`config.mk`:
```
export PLATFORM = sky130hd
export DESIGN_NAME = accel_wb_master
export DESIGN_NICKNAME = d
export VERILOG_FILES = /design/src/rtl/accel_pkg.sv /design/src/rtl/accel_wbm_bus_cycle.sv /design/src/rtl/accel_wb_master.sv
export SDC_FILE = /design/constraint.sdc
export NUM_CORES = 1
export LEC_CHECK = 0
export BUFFER_PORTS_ARGS = -buffer_cell sky130_fd_sc_hd__buf_2
export CAP_MARGIN = 20
export CORE_UTILIZATION = 53
export DETAILED_ROUTE_END_ITERATION = 8
export PLACE_DENSITY = 0.95
export SYNTH_ARGS = -nofsm -noshare
export SYNTH_HDL_FRONTEND = slang
export SYNTH_SLANG_ARGS = --single-unit
```
`constraint.sdc`:
```
create_clock -name wb_clk_i -period 5.3 [get_ports wb_clk_i]
set_clock_uncertainty 0.2 [all_clocks]
set_input_delay 1.325 -clock wb_clk_i [delete_from_list [all_inputs] [get_ports wb_clk_i]]
set_output_delay 1.325 -clock wb_clk_i [all_outputs]
set_load 0.02 [all_outputs]
```
`src/rtl/accel_pkg.sv`:
```
`default_nettype none
// +--------------------------------------------------------------------------+
// | accel_pkg : shared types and defaults for the accelerator WB initiator    |
// | Rev 1.0                                                                    |
// +--------------------------------------------------------------------------+
package accel_pkg;

  typedef enum logic [2:0] {
    ST_IDLE    = 3'd0,
    ST_WR_A    = 3'd1,
    ST_WR_B    = 3'd2,
    ST_SETTLE  = 3'd3,
    ST_RD_RES  = 3'd4,
    ST_RD_STAT = 3'd5,
    ST_RESP    = 3'd6
  } accel_wbm_state_t;

  typedef enum logic [1:0] {
    BC_IDLE = 2'd0,
    BC_BUSY = 2'd1,
    BC_GAP  = 2'd2
  } accel_bc_state_t;

  localparam logic [7:0] DEF_ADDR_A     = 8'h00;
  localparam logic [7:0] DEF_ADDR_B     = 8'h04;
  localparam logic [7:0] DEF_ADDR_RES   = 8'h08;
  localparam logic [7:0] DEF_ADDR_STAT  = 8'h0C;
  localparam int         DEF_SETTLE_CYC = 2;
  localparam int         DEF_MAX_RETRY  = 3;
  localparam int         STAT_OVF_BIT   = 0;

  typedef struct packed {
    logic [15:0] result;
    logic        overflow;
    logic        error;
  } accel_rsp_t;

  localparam accel_rsp_t RSP_ERROR = '{result: 16'h0000, overflow: 1'b0, error: 1'b1};

endpackage
`default_nettype wire

```
`src/rtl/accel_wbm_bus_cycle.sv`:
```
`default_nettype none
// +--------------------------------------------------------------------------+
// | accel_wbm_bus_cycle : one Wishbone classic access with retry/watchdog     |
// | Optional watchdog: ACCEL_WBM_TIMEOUT_EN                 Rev 1.0           |
// +--------------------------------------------------------------------------+
module accel_wbm_bus_cycle
  import accel_pkg::*;
#(
  parameter int MAX_RETRY = DEF_MAX_RETRY
) (
  input  logic        clk,
  input  logic        rst_n,
  input  logic        start_i,
  input  logic        we_i,
  input  logic [7:0]  adr_i,
  input  logic [31:0] dat_i,
  output logic        wb_cyc_o,
  output logic        wb_stb_o,
  output logic        wb_we_o,
  output logic [7:0]  wb_adr_o,
  output logic [31:0] wb_dat_o,
  input  logic [31:0] wb_dat_i,
  input  logic        wb_ack_i,
  input  logic        wb_err_i,
  input  logic        wb_rty_i,
  output logic        done_o,
  output logic        err_o,
  output logic [31:0] rdata_o
);

  localparam int RW = (MAX_RETRY < 1) ? 1 : $clog2(MAX_RETRY + 1);

  accel_bc_state_t state_q, state_d;
  logic [RW-1:0]   retry_q, retry_d;
  logic            redo_q, redo_d;
  logic            fail_q, fail_d;
  logic            we_q, we_d;
  logic [7:0]      adr_q, adr_d;
  logic [31:0]     dat_q, dat_d;
  logic [31:0]     rdata_q, rdata_d;
  logic            load;
`ifdef ACCEL_WBM_TIMEOUT_EN
  logic [9:0]      wdog_q, wdog_d;
`endif

  always_comb begin
    state_d = state_q;
    retry_d = retry_q;
    redo_d  = redo_q;
    fail_d  = fail_q;
    we_d    = we_q;
    adr_d   = adr_q;
    dat_d   = dat_q;
    rdata_d = rdata_q;
    done_o  = 1'b0;
    err_o   = 1'b0;
    load    = 1'b0;
`ifdef ACCEL_WBM_TIMEOUT_EN
    wdog_d  = wdog_q;
`endif
    case (state_q)
      BC_IDLE: load = start_i;
      BC_BUSY: begin
        // err outranks rty, which outranks ack
        if (wb_err_i) begin
          fail_d  = 1'b1;
          state_d = BC_GAP;
        end else if (wb_rty_i) begin
          if (retry_q == RW'(MAX_RETRY)) begin
            fail_d = 1'b1;
          end else begin
            retry_d = retry_q + 1'b1;
            redo_d  = 1'b1;
          end
          state_d = BC_GAP;
        end else if (wb_ack_i) begin
          retry_d = '0;
          rdata_d = wb_dat_i;
          state_d = BC_GAP;
        end
`ifdef ACCEL_WBM_TIMEOUT_EN
        // this idle strobe cycle would bring the watchdog to 1023
        else if (wdog_q == 10'h3FE) begin
          fail_d  = 1'b1;
          state_d = BC_GAP;
        end else begin
          wdog_d = wdog_q + 10'd1;
        end
`endif
      end
      BC_GAP: begin
        if (redo_q) begin
          redo_d  = 1'b0;
          state_d = BC_BUSY;
`ifdef ACCEL_WBM_TIMEOUT_EN
          wdog_d  = '0;
`endif
        end else begin
          done_o  = 1'b1;
          err_o   = fail_q;
          state_d = BC_IDLE;
          load    = start_i;
        end
      end
      default: state_d = BC_IDLE;
    endcase
    if (load) begin
      state_d = BC_BUSY;
      we_d    = we_i;
      adr_d   = adr_i;
      dat_d   = dat_i;
      retry_d = '0;
      redo_d  = 1'b0;
      fail_d  = 1'b0;
`ifdef ACCEL_WBM_TIMEOUT_EN
      wdog_d  = '0;
`endif
    end
  end

  always_ff @(posedge clk or negedge rst_n) begin
    if (!rst_n) begin
      state_q <= BC_IDLE;
      retry_q <= '0;
      redo_q  <= 1'b0;
      fail_q  <= 1'b0;
      we_q    <= 1'b0;
      adr_q   <= '0;
      dat_q   <= '0;
      rdata_q <= '0;
`ifdef ACCEL_WBM_TIMEOUT_EN
      wdog_q  <= '0;
`endif
    end else begin
      state_q <= state_d;
      retry_q <= retry_d;
      redo_q  <= redo_d;
      fail_q  <= fail_d;
      we_q    <= we_d;
      adr_q   <= adr_d;
      dat_q   <= dat_d;
      rdata_q <= rdata_d;
`ifdef ACCEL_WBM_TIMEOUT_EN
      wdog_q  <= wdog_d;
`endif
    end
  end

  assign wb_cyc_o = (state_q == BC_BUSY);
  assign wb_stb_o = (state_q == BC_BUSY);
  assign wb_we_o  = we_q;
  assign wb_adr_o = adr_q;
  assign wb_dat_o = dat_q;
  assign rdata_o  = rdata_q;

endmodule
`default_nettype wire

```
`src/rtl/accel_wb_master.sv`:
```
`default_nettype none
// +--------------------------------------------------------------------------+
// | accel_wb_master : WB classic initiator sequencing one accelerator op      |
// | Optional watchdog: ACCEL_WBM_TIMEOUT_EN                 Rev 1.0           |
// +--------------------------------------------------------------------------+
module accel_wb_master
  import accel_pkg::*;
#(
  parameter logic [7:0] ADDR_A     = DEF_ADDR_A,
  parameter logic [7:0] ADDR_B     = DEF_ADDR_B,
  parameter logic [7:0] ADDR_RES   = DEF_ADDR_RES,
  parameter logic [7:0] ADDR_STAT  = DEF_ADDR_STAT,
  parameter int         SETTLE_CYC = DEF_SETTLE_CYC,
  parameter int         MAX_RETRY  = DEF_MAX_RETRY
) (
  input  logic        wb_clk_i,
  input  logic        wb_rst_i,
  input  logic        req_valid_i,
  output logic        req_ready_o,
  input  logic [15:0] req_a_i,
  input  logic [15:0] req_b_i,
  output logic        rsp_valid_o,
  input  logic        rsp_ready_i,
  output logic [15:0] rsp_result_o,
  output logic        rsp_overflow_o,
  output logic        rsp_error_o,
  output logic        wb_cyc_o,
  output logic        wb_stb_o,
  output logic        wb_we_o,
  output logic [7:0]  wb_adr_o,
  output logic [31:0] wb_dat_o,
  output logic [3:0]  wb_sel_o,
  output logic [2:0]  wb_cti_o,
  output logic [1:0]  wb_bte_o,
  input  logic [31:0] wb_dat_i,
  input  logic        wb_ack_i,
  input  logic        wb_err_i,
  input  logic        wb_rty_i
);

  localparam logic [3:0] SETTLE_LAST = 4'(SETTLE_CYC - 1);

  accel_wbm_state_t state_q, state_d;
  logic [15:0]      b_q, b_d;
  logic [3:0]       settle_q, settle_d;
  accel_rsp_t       rsp_q, rsp_d;
  logic             bc_start, bc_we, bc_done, bc_err;
  logic [7:0]       bc_adr;
  logic [31:0]      bc_dat, bc_rdata;
  logic             unused_rdata;

  assign unused_rdata = ^bc_rdata[31:16];

  always_comb begin
    state_d  = state_q;
    b_d      = b_q;
    settle_d = settle_q;
    rsp_d    = rsp_q;
    bc_start = 1'b0;
    bc_we    = 1'b0;
    bc_adr   = '0;
    bc_dat   = '0;
    case (state_q)
      ST_IDLE: if (req_valid_i) begin
        b_d      = req_b_i;
        rsp_d    = '0;
        bc_start = 1'b1;
        bc_we    = 1'b1;
        bc_adr   = ADDR_A;
        bc_dat   = {16'h0000, req_a_i};
        state_d  = ST_WR_A;
      end
      ST_WR_A: if (bc_done) begin
        if (bc_err) begin
          rsp_d   = RSP_ERROR;
          state_d = ST_RESP;
        end else begin
          bc_start = 1'b1;
          bc_we    = 1'b1;
          bc_adr   = ADDR_B;
          bc_dat   = {16'h0000, b_q};
          state_d  = ST_WR_B;
        end
      end
      ST_WR_B: if (bc_done) begin
        if (bc_err) begin
          rsp_d   = RSP_ERROR;
          state_d = ST_RESP;
        end else if (SETTLE_CYC == 0) begin
          bc_start = 1'b1;
          bc_adr   = ADDR_RES;
          state_d  = ST_RD_RES;
        end else begin
          settle_d = '0;
          state_d  = ST_SETTLE;
        end
      end
      ST_SETTLE: begin
        if (settle_q == SETTLE_LAST) begin
          bc_start = 1'b1;
          bc_adr   = ADDR_RES;
          state_d  = ST_RD_RES;
        end else begin
          settle_d = settle_q + 4'd1;
        end
      end
      ST_RD_RES: if (bc_done) begin
        if (bc_err) begin
          rsp_d   = RSP_ERROR;
          state_d = ST_RESP;
        end else begin
          rsp_d.result = bc_rdata[15:0];
          bc_start     = 1'b1;
          bc_adr       = ADDR_STAT;
          state_d      = ST_RD_STAT;
        end
      end
      ST_RD_STAT: if (bc_done) begin
        if (bc_err) begin
          rsp_d = RSP_ERROR;
        end else begin
          rsp_d.overflow = bc_rdata[STAT_OVF_BIT];
          rsp_d.error    = 1'b0;
        end
        state_d = ST_RESP;
      end
      ST_RESP: if (rsp_ready_i) state_d = ST_IDLE;
      default: state_d = ST_IDLE;
    endcase
  end

  always_ff @(posedge wb_clk_i or negedge wb_rst_i) begin
    if (!wb_rst_i) begin
      state_q  <= ST_IDLE;
      b_q      <= '0;
      settle_q <= '0;
      rsp_q    <= '0;
    end else begin
      state_q  <= state_d;
      b_q      <= b_d;
      settle_q <= settle_d;
      rsp_q    <= rsp_d;
    end
  end

  accel_wbm_bus_cycle #(
    .MAX_RETRY (MAX_RETRY)
  ) u_bus_cycle (
    .clk      (wb_clk_i),
    .rst_n    (wb_rst_i),
    .start_i  (bc_start),
    .we_i     (bc_we),
    .adr_i    (bc_adr),
    .dat_i    (bc_dat),
    .wb_cyc_o (wb_cyc_o),
    .wb_stb_o (wb_stb_o),
    .wb_we_o  (wb_we_o),
    .wb_adr_o (wb_adr_o),
    .wb_dat_o (wb_dat_o),
    .wb_dat_i (wb_dat_i),
    .wb_ack_i (wb_ack_i),
    .wb_err_i (wb_err_i),
    .wb_rty_i (wb_rty_i),
    .done_o   (bc_done),
    .err_o    (bc_err),
    .rdata_o  (bc_rdata)
  );

  assign req_ready_o    = (state_q == ST_IDLE);
  assign rsp_valid_o    = (state_q == ST_RESP);
  assign rsp_result_o   = rsp_q.result;
  assign rsp_overflow_o = rsp_q.overflow;
  assign rsp_error_o    = rsp_q.error;
  assign wb_sel_o       = 4'hF;
  assign wb_cti_o       = 3'b000;
  assign wb_bte_o       = 2'b00;

endmodule
`default_nettype wire
```
==> results of run 1 <==
[kinds of logic after synthesis]
group	share of synthesized area
buf+inv	0.09170
compound gates	0.1334
flops	0.5295
mux	0.1014
fa+ha+maj	0.01485
xor+xnor	0.006782
other cells	0.001938
simple gates	0.1204
[cell type report]
type                    instances  area (um2)
fillers                       530        2404
flip-flops and latches         82        2052
multi-input cells             206        1577
repair buffers                100       539.3
clock buffers                  11       151.4
well taps                      96       120.1
clock inverters                 5       86.33
inverters                       4       15.01
[per-layer routing]
layer	wire length, um	track usage
met1	3157	0.2700
met5	0	0
met3	315	0.04171
met2	4089	0.3416
met4	345	0.1446
[power groups by stage]
stage                     registers [mW]  logic (mW)  clock network [mW]
after global routing                1.11       0.923               0.550
final                               1.07       0.844               0.521
after detailed placement            1.08       0.841                   0
after global placement              1.06       0.801                   0
after CTS                           1.07       0.843               0.525
after floorplan                     1.09       0.609                   0
[final timing paths]
check,slack (ns),startpoint,endpoint,cells after the start
setup reg to reg,2.61,state_q[0],u_bus_cycle.wb_dat_o[0],5
hold / removal,0.30,rsp_result_o[7],rsp_result_o[7],1
max in group asynchronous,3.65,wb_rst_i,rsp_result_o[1],2
hold reg to reg,0.30,rsp_result_o[7],rsp_result_o[7],1
min in group asynchronous,0.67,wb_rst_i,b_q[7],1
setup / recovery,2.15,state_q[0],req_ready_o,3
[cells in the mapped netlist (7+ instances only)]
cell and number:
clkbuf_1 11, buf_4 32, a221o_1 18, nor2_1 7, a22o_1 17, o21ai_0 9
and3_1 17, nand2b_1 7, mux2_2 34, nand2_1 8, dfrtp_1 82
[layout by cell type, fill, tap and decap left out, types with 5 or more instances in the layout]
master,netlist,routed
conb_1,2,31
mux2_2,34,34
a22o_1,17,17
o21ai_0,9,9
clkbuf_8,0,11
a221o_1,18,18
nor3b_1,5,5
buf_2,5,94
and3_1,17,17
nand2b_1,7,7
nand2_1,8,8
dfrtp_1,82,82
nor2_1,7,7
[stage by stage]
| stage | area [um2] | util |
|---|---|---|
| after global routing | 4541 | 0.6539 |
| after floorplan | 3984 | - |
| after CTS | 4502 | 0.6483 |
| after global placement | 4264 | 0.6141 |
| after detailed placement | 4264 | 0.6141 |
| final | 4541 | 0.6539 |
[registers in the layout, indices dropped and copies added (netlist names), 2 cells and up]
name                  count
u_bus_cycle.rdata_o      16
u_bus_cycle.wb_dat_o     16
u_bus_cycle.retry_q       2
b_q                      16
state_q                   3
settle_q                  4
rsp_result_o             16
u_bus_cycle.state_q       2
u_bus_cycle.wb_adr_o      2
==> key figures, run 1 <==
Outcome
  • Status: finished, final reports clean

Power and ir drop
  • Sw Ratio: 0.3603
  • Clk pwr share: 0.214
  • Sw Pwr: 0.8781 mW
  • P_leak: 2.346 nW
  • Seq pwr share: 0.440
  • Peak supply drop: 0.2998 mV
  • Pwr dens: 536.7 nW/um2
  • Combinational share of power: 0.346
  • Int Pwr: 1.559 mW
  • Total Power: 2.437 mW

CTS
  • Clock buffer depth: 2
  • Clk pin slew, worst setup/hold paths: 0.09 ns
  • Clk sinks: 82
  • Setup bufs post-CTS: 0
  • Root buf cell: clkbuf_8
  • Cts hold-fix bufs: 0
  • Number of gates resized after CTS: 0
  • H-tree depth: 3
  • Later-pin clock latency in the skew report: 0.35 ns
  • Total CTS buffers: 9
  • CTS tree: yes

Floorplanning
  • Row count: 30
  • Die area: 7657 um2
  • Chip width: 87.51 um
  • Core area: 6944 um2
  • Die Y: 87.51 um
  • Io pins: 143
  • Initial Utilization: 0.5580

Hold path
  • Hold Path Class: flip-flop to flip-flop

Global route
  • Number of global-route vias before repair: 2,652
  • Number of antenna violations at the first check in global routing: 0
  • Global-route wire length before repair: 12,390 um
  • Grt total ovfl: 0
  • Largest net degree at the start of global routing: 83
  • Total GRT Usage: 0.2155

Worst setup path
  • CP max stage cell: dfrtp_1
  • Crit start category: flip-flop
  • Crit-path cells: or3_1 > inv_1 > buf_2
  • CP max stage delay: 0.58 ns
  • Crit path max fanout: 17
  • Critical path type: flip-flop to output pin
  • CP delay by family, top: flip-flops
  • Worst path bufs/invs: 2
  • Arrival @ worst endpoint: 1.63 ns
  • Critical Path Sink Type: output pin
  • Worst Path Required: 3.77 ns

Yosys
  • Synth cell types: 48
  • Yosys warns: 0
  • Mapped Cells: 314
  • Sequential cell area fraction in the yosys report: 0.5295
  • Post-synth EDFFs: 0
  • Avg Inst Size Synth: 12.34 um2
  • Largest area contributor in the netlist: dfrtp_1
  • Primary FF master, synth: dfrtp_1
  • Netlist Area Pre-Place: 3875 um2
  • Share of Yosys cell area claimed by the top area cell type: 0.5295
  • Post-synthesis async set-or-reset flop share: 1.000
  • Synth Register Bits: 82
  • Dominant cells by area after synthesis: dfrtp_1 (53%), mux2_2 (9.9%), buf_4 (6.2%)

Drt
  • Via-to-Cell Ratio: 5.470
  • DR vias: 2,757
  • Post-DRT Antenna Nets: 0
  • DRC viols: 0
  • Drt first pass iters: 4
  • Per-cell routed wire length: 15.69 um
  • Iter 0 DRT Violations: 164
  • Final WL: 7907 um

Timing
  • Tightest Pin Transition: 0.9527 ns
  • Max_slew headroom: 0.3601
  • Max-slew violations: 0
  • Final min period: 3.155 ns
  • PnR worst setup slack: 2.145 ns
  • Setup violators final: 0
  • Fmax: 0.3170 GHz
  • Final worst-path cycle share: 0.5953
  • Hold Fails Final Rpt: 0
  • RSZ-0062 raised after global routing: false
  • Setup TNS: 0 ns
  • Min Hold Slack: 0.2993 ns

Placement
  • Placed cell count: 486
  • Placement Setup Slack: 1.857 ns
  • DP Wirelength: 5328 um
  • Global placement routability congestion: 0.7635
  • Port Buffers: 95

Cells and area
  • Layout cell share with drive strength beyond 1: 0.3824
  • Nets: 477
  • Area delta synth->final: 17.18%
  • Fin cells: 504
  • N_diodes: 0

Job
  • # Max-Cap Violations: 0
Power figures use the tool's default switching activity.
==> inputs of run 2 (changes only) <==
--- a/config.mk
+++ b/config.mk
@@ -5,11 +5,12 @@
 export SDC_FILE = /design/constraint.sdc
 export NUM_CORES = 1
 export LEC_CHECK = 0
+export ABC_AREA = 1
 export BUFFER_PORTS_ARGS = -buffer_cell sky130_fd_sc_hd__buf_2
 export CAP_MARGIN = 20
-export CORE_UTILIZATION = 53
+export CORE_UTILIZATION = 45
 export DETAILED_ROUTE_END_ITERATION = 8
-export PLACE_DENSITY = 0.95
+export PLACE_DENSITY = 0.86
 export SYNTH_ARGS = -nofsm -noshare
 export SYNTH_HDL_FRONTEND = slang
 export SYNTH_SLANG_ARGS = --single-unit
==> constraint.sdc (replaced) <==
create_clock -name wb_clk_i -period 2.65 [get_ports wb_clk_i]
set_clock_uncertainty 0.2 [all_clocks]
set_input_delay 0.6625 -clock wb_clk_i [delete_from_list [all_inputs] [get_ports wb_clk_i]]
set_output_delay 0.6625 -clock wb_clk_i [all_outputs]
set_load 0.02 [all_outputs]
==> run 2 against run 1 <==
Compared with the run above:
- critical path depth did not move
- largest cell class unchanged
- cell area grew 0.19%
- largest power group unchanged
- register-to-register slack got worse by 2.3 ns
- worst hold slack worse by 0.21 ns
==> key figures, run 2 <==
Power and ir drop
  • P_leak: 2.431 nW (was 2.346 nW)
  • Pwr dens: 1118 nW/um2 (was 536.7 nW/um2)
  • Peak supply drop: 0.5666 mV (was 0.2998 mV)

Yosys
  • Synth Register Bits: 82 (unchanged)
  • Mapped Cells: 446 (was 314)
  • Post-synth top cells: nand2_1 (112), dfrtp_1 (82), buf_4 (35) (was dfrtp_1 (82), mux2_2 (34), buf_4 (32))
  • Yosys warns: 0 (unchanged)
  • Dominant cells by area after synthesis: dfrtp_1 (52%), nand2_1 (11%), buf_4 (6.6%) (was dfrtp_1 (53%), mux2_2 (9.9%), buf_4 (6.2%))
  • Primary FF master, synth: dfrtp_1 (unchanged)
  • Share of Yosys cell area claimed by the top area cell type: 0.5178 (was 0.5295)
  • Post-synthesis async set-or-reset flop share: 1.000 (unchanged)
  • Largest area contributor in the netlist: dfrtp_1 (unchanged)
  • Avg Inst Size Synth: 8.885 um2 (was 12.34 um2)
  • Sequential cell area fraction in the yosys report: 0.5178 (was 0.5295)
  • Synth cell types: 28 (was 48)
  • Most common cell in the netlist: nand2_1 (was dfrtp_1)
  • Netlist Area Pre-Place: 3963 um2 (was 3875 um2)
  • Post-synth EDFFs: 0 (unchanged)

Timing
  • Fmax: 0.4232 GHz
  • Final min period: 2.363 ns
  • Max_slew headroom: 0.6137 (was 0.3601)
  • Tightest Pin Transition: 0.5788 ns (was 0.9527 ns)
  • RSZ-0062 raised after global routing: false (unchanged)
  • Max-slew violations: 0 (unchanged)
  • Setup violators final: 0 (unchanged)
  • Hold Fails Final Rpt: 0 (unchanged)
  • Final worst-path cycle share: 0.8918
  • Setup TNS: 0 ns (unchanged)
  • Min Hold Slack: 0.09002 ns (was 0.2993 ns)

Global route
  • Grt total ovfl: 0 (unchanged)
  • Total GRT Usage: 0.1858 (was 0.2155)
  • Number of global-route vias before repair: 2,913 (was 2,652)
  • Largest net degree at the start of global routing: 47 (was 83)
  • Number of antenna violations at the first check in global routing: 0 (unchanged)
  • Global-route wire length before repair: 12,990 um (was 12,390 um)

CTS
  • Cts hold-fix bufs: 0 (unchanged)
  • Total CTS buffers: 9 (unchanged)
  • Clk sinks: 82 (unchanged)
  • Number of gates resized after CTS: 0 (unchanged)
  • Clock buffer depth: 2 (unchanged)
  • Later-pin clock latency in the skew report: 0.36 ns (was 0.35 ns)
  • Clk pin slew, worst setup/hold paths: 0.10 ns (was 0.09 ns)
  • Setup bufs post-CTS: 0 (unchanged)
  • Root buf cell: clkbuf_8 (unchanged)
  • H-tree depth: 3 (unchanged)
  • CTS tree: yes (unchanged)

Floorplanning
  • Die area: 9185 um2 (was 7657 um2)
  • Initial Utilization: 0.4728 (was 0.5580)
  • Row count: 33 (was 30)
  • Core area: 8382 um2 (was 6944 um2)
  • Io pins: 143 (unchanged)
  • Die Y: 95.84 um (was 87.51 um)
  • Chip width: 95.84 um (was 87.51 um)

Drt
  • Per-cell routed wire length: 12.28 um (was 15.69 um)
  • Final WL: 7909 um (was 7907 um)
  • Post-DRT Antenna Nets: 0 (unchanged)
  • DRC viols: 0 (unchanged)
  • Drt first pass iters: 4 (unchanged)
  • Iter 0 DRT Violations: 243 (was 164)
  • DR vias: 3,170 (was 2,757)
  • Via-to-Cell Ratio: 4.922 (was 5.470)

Cells and area
  • Commonest non-fill, non-tap cell in the layout: nand2_1 (was buf_2)
  • N_diodes: 0 (unchanged)
  • Area delta synth->final: 14.81% (was 17.18%)
  • Nets: 608 (was 477)
  • Layout cell share with drive strength beyond 1: 0.2635 (was 0.3824)
  • Commonest non-fill, non-tap cells in the layout: nand2_1 (112), buf_2 (94), dfrtp_1 (82) (was buf_2 (94), dfrtp_1 (82), mux2_2 (34))

Worst setup path
  • R2R setup slack: 0.33 ns (was 2.61 ns)
  • Reg-to-reg endpoint: rsp_result_o[3] (was u_bus_cycle.wb_dat_o[0])
  • Critical path type: flip-flop to output pin (unchanged)
  • Critical Path Sink Type: output pin (unchanged)
  • Crit path max fanout: 9 (was 17)
  • Arrival @ worst endpoint: 1.50 ns (was 1.63 ns)
  • Reg2Reg Depth: 7 (was 5)
  • Worst Path Required: 1.79 ns (was 3.77 ns)
  • Worst R2R Start: state_q[0] (unchanged)
  • Crit start category: flip-flop (unchanged)

Hold path
  • Hold Path Class: primary input to asynchronous set/reset pin (was flip-flop to flip-flop)

Outcome
  • Status: finished, final reports clean (unchanged)

Placement
  • DP Wirelength: 5705 um (was 5328 um)
  • Port Buffers: 95 (unchanged)
  • Global placement routability congestion: 0.9173 (was 0.7635)

Job
  • # Max-Cap Violations: 0 (unchanged)
run 2: changes by cell type in the layout (fill, tap and decap cells not counted), moves of 19 or more:
| cell | delta |
|---|---|
| a21oi_1 | +19 |
| inv_1 | +30 |
| mux2_2 | -23 |
| nand2_1 | +104 |
| nand3_1 | +20 |
| o21ai_1 | +20 |
run 2: area by class of cell:
type	instances	area (um2)
repair buffers	98	513.0
clock buffers	10	127.6
flip-flops and latches	82	2052
clock inverters	6	66.31
well taps	105	131.4
multi-input cells	305	1516
fillers	756	3832
inverters	38	142.6
run 2: critical path, stage by stage, from the launching register on:
cell and delay, ns:
dfrtp_1 0.60, nand2_1 0.21, nor2_1 0.16, buf_2 0.19
run 2: per-layer routing:
layer,global-route usage,wire [um],up-vias
met5,0,0,-
met4,0.06965,135,0
met3,0.04976,516,14
met2,0.3173,3932,123
met1,0.2248,3324,1491
li1,-,-,1542
run 2: worst max path at each step:
stage               start                       to  cells after the start
2_1_floorplan    wb_err_i  u_bus_cycle.rdata_o[10]                      4
3_3_place_gp   state_q[0]          rsp_result_o[4]                      8
3_5_place_dp   state_q[0]         rsp_result_o[12]                      8
4_1_cts        state_q[1]              rsp_valid_o                      3
5_1_grt        state_q[0]          rsp_result_o[3]                      7
6_report       state_q[1]              rsp_valid_o                      3
run 2: per-stage QoR:
step / power, mW / cell area [um2] / setup WS [ns] / util / cells
after floorplan: 3.750 / 4071 / 0.7886 / - / 475
after global placement: 4.121 / 4355 / 0.4569 / 0.5196 / 628
after detailed placement: 4.216 / 4355 / 0.3916 / 0.5196 / 628
after CTS: 5.122 / 4549 / 0.2721 / 0.5428 / 644
after global routing: 5.487 / 4549 / 0.07903 / 0.5428 / 644
final: 5.088 / 4549 / 0.2868 / 0.5428 / 644
run 2: logic make-up after synthesis:
logic type      share of synthesized area
fa+ha+maj                        0.009474
xor+xnor                         0.002211
simple gates                       0.1996
mux                               0.04263
other cells                      0.001895
flops                              0.5178
compound gates                    0.09883
buf+inv                            0.1276
run 2: power by group:
part / switching [mW] / internal, mW
Combinational: 1.40 / 0.690
Sequential: 0.328 / 1.77
Clock: 0.464 / 0.437
Total: 2.19 / 2.89
==> inputs of run 3 (changes only) <==
--- a/config.mk
+++ b/config.mk
@@ -8,9 +8,11 @@
 export ABC_AREA = 1
 export BUFFER_PORTS_ARGS = -buffer_cell sky130_fd_sc_hd__buf_2
 export CAP_MARGIN = 20
-export CORE_UTILIZATION = 45
+export CORE_UTILIZATION = 50
+export CTS_CLUSTER_DIAMETER = 80
+export CTS_CLUSTER_SIZE = 30
 export DETAILED_ROUTE_END_ITERATION = 8
-export PLACE_DENSITY = 0.86
+export PLACE_DENSITY = 0.9
 export SYNTH_ARGS = -nofsm -noshare
 export SYNTH_HDL_FRONTEND = slang
 export SYNTH_SLANG_ARGS = --single-unit
==> constraint.sdc (replaced) <==
create_clock -name wb_clk_i -period 2.7 [get_ports wb_clk_i]
set_clock_uncertainty 0.2 [all_clocks]
set_input_delay 0.675 -clock wb_clk_i [delete_from_list [all_inputs] [get_ports wb_clk_i]]
set_output_delay 0.675 -clock wb_clk_i [all_outputs]
set_load 0.02 [all_outputs]
==> run 3 against run 2 <==
Compared with the run above:
- core utilization rose by 5.0 points
- first-iteration DRC count fell by 32%
- setup slack improved by 0.035 ns
- cell count fell by 0.47%
- global-route usage rose by 2.4 points
- wire length rose by 2.1%
==> key figures, run 3 (synthesis gave the netlist of run 2 again) <==
Global route
  • Grt total ovfl: 0 (unchanged)
  • Global-route wire length before repair: 13,930 um (was 12,990 um)
  • Largest net degree at the start of global routing: 47 (unchanged)
  • Number of antenna violations at the first check in global routing: 0 (unchanged)
  • Total GRT Usage: 0.2099 (was 0.1858)
  • Number of global-route vias before repair: 3,189 (was 2,913)

Worst setup path
  • Crit start category: flip-flop (unchanged)
  • Arrival @ worst endpoint: 1.50 ns (about the same)
  • CP max stage cell: dfrtp_1 (unchanged)
  • Worst path bufs/invs: 2 (was 1)
  • Crit path max fanout: 14 (was 9)
  • CP max stage delay: 0.57 ns (was 0.60 ns)
  • CP delay by family, top: flip-flops (unchanged)
  • Worst Path Required: 1.82 ns (was 1.79 ns)
  • Critical path type: flip-flop to output pin (unchanged)
  • Crit-path cells: nor2_4 > nand2_1 > inv_1 > buf_2 (was nand2_1 > nor2_1 > buf_2)
  • Critical Path Sink Type: output pin (unchanged)

Drt
  • DRC viols: 0 (unchanged)
  • Via-to-Cell Ratio: 5.031 (was 4.922)
  • Final WL: 8078 um (was 7909 um)
  • Per-cell routed wire length: 12.60 um (was 12.28 um)
  • Iter 0 DRT Violations: 166 (was 243)
  • Post-DRT Antenna Nets: 0 (unchanged)
  • DR vias: 3,225 (was 3,170)
  • Drt first pass iters: 5 (was 4)

Timing
  • RSZ-0062 raised after global routing: false (unchanged)
  • Max-slew violations: 0 (unchanged)
  • Tightest Pin Transition: 0.5821 ns (was 0.5788 ns)
  • Max_slew headroom: 0.6119 (was 0.6137)
  • PnR worst setup slack: 0.3214 ns (was 0.2868 ns)
  • Final worst-path cycle share: 0.8810
  • Hold Fails Final Rpt: 0 (unchanged)
  • Fmax: 0.4204 GHz
  • Setup TNS: 0 ns (unchanged)
  • Final min period: 2.379 ns
  • Setup violators final: 0 (unchanged)

Floorplanning
  • Io pins: 143 (unchanged)
  • Chip width: 91.03 um (was 95.84 um)
  • Row count: 32 (was 33)
  • Core area: 7687 um2 (was 8382 um2)
  • Initial Utilization: 0.5155 (was 0.4728)
  • Die Y: 91.03 um (was 95.84 um)
  • Die area: 8286 um2 (was 9185 um2)

CTS
  • Total CTS buffers: 9 (unchanged)
  • Clk sinks: 82 (unchanged)
  • Number of gates resized after CTS: 0 (unchanged)
  • Setup bufs post-CTS: 0 (unchanged)
  • Clk pin slew, worst setup/hold paths: 0.08 ns (was 0.10 ns)
  • CTS tree: yes (unchanged)
  • Clock buffer depth: 2 (unchanged)
  • Later-pin clock latency in the skew report: 0.34 ns (was 0.36 ns)
  • Cts hold-fix bufs: 0 (unchanged)
  • Root buf cell: clkbuf_8 (unchanged)
  • H-tree depth: 3 (unchanged)

Power and ir drop
  • Peak supply drop: 0.6701 mV (was 0.5666 mV)
  • Total Power: 5.049 mW (was 5.088 mW)
  • P_leak: 2.441 nW (was 2.431 nW)
  • Pwr dens: 1109 nW/um2 (was 1118 nW/um2)

Cells and area
  • Fin cells: 641 (was 644)
  • Commonest non-fill, non-tap cell in the layout: nand2_1 (unchanged)
  • Area delta synth->final: 14.90% (was 14.81%)
  • Nets: 608 (unchanged)
  • Commonest non-fill, non-tap cells in the layout: nand2_1 (112), buf_2 (94), dfrtp_1 (82) (unchanged)
  • Layout cell share with drive strength beyond 1: 0.2653 (was 0.2635)
  • N_diodes: 0 (unchanged)
  • Design area: 4553 um2 (was 4549 um2)

Placement
  • Placement Setup Slack: 0.3593 ns (was 0.3916 ns)
  • Global placement routability congestion: 0.8840 (was 0.9173)
  • DP Wirelength: 5919 um (was 5705 um)
  • Placed Area: 4352 um2 (was 4355 um2)
  • Placed cell count: 625 (was 628)
  • Port Buffers: 95 (unchanged)

Outcome
  • Status: finished, final reports clean (unchanged)

Job
  • # Max-Cap Violations: 0 (unchanged)

Hold path
  • Hold Path Class: primary input to asynchronous set/reset pin (unchanged)
[run 3: through the flow]
| stage | utilization | hold slack, ns |
|---|---|---|
| 6_report | 0.5923 | 0.1221 |
| 5_1_grt | 0.5923 | 0.1568 |
| 4_1_cts | 0.5923 | 0.1408 |
| 3_5_place_dp | 0.5661 | 0.2623 |
| 3_3_place_gp | 0.5661 | 0.2546 |
| 2_1_floorplan | - | 0.1794 |
[run 3: final timing paths]
path / start / endpoint / slack [ns] / depth (start not counted)
max reg2reg: state_q[0] / rsp_result_o[12] / 0.33 / 8
min: wb_rst_i / u_bus_cycle.wb_dat_o[2] / 0.12 / 1
max: state_q[0] / req_ready_o / 0.32 / 4
min in group wb_clk_i: rsp_error_o / rsp_error_o / 0.28 / 2
max in group asynchronous: wb_rst_i / u_bus_cycle.rdata_o[4] / 1.57 / 2
min reg2reg: rsp_error_o / rsp_error_o / 0.28 / 2
[run 3: final cells by class]
class | instances | area [um2]
clock buffers | 10 | 137.6
well taps | 102 | 127.6
flip-flops and latches | 82 | 2052
multi-input cells | 305 | 1516
inverters | 38 | 142.6
fillers | 679 | 3134
clock inverters | 6 | 63.81
repair buffers | 98 | 513.0
[run 3: metal layers]
| layer | share of wire | up-vias | GRT usage |
|---|---|---|---|
| li1 | - | 1550 | - |
| met1 | 0.40 | 1531 | 0.2501 |
| met2 | 0.51 | 126 | 0.3605 |
| met3 | 0.058 | 18 | 0.04858 |
| met4 | 0.026 | 0 | 0.09656 |
| met5 | 0 | - | 0 |
[run 3: where the power goes]
| group | internal [mW] | switching, mW |
|---|---|---|
| registers | 1.73 | 0.329 |
| clock network | 0.453 | 0.441 |
| logic | 0.679 | 1.41 |
| total | 2.87 | 2.18 |
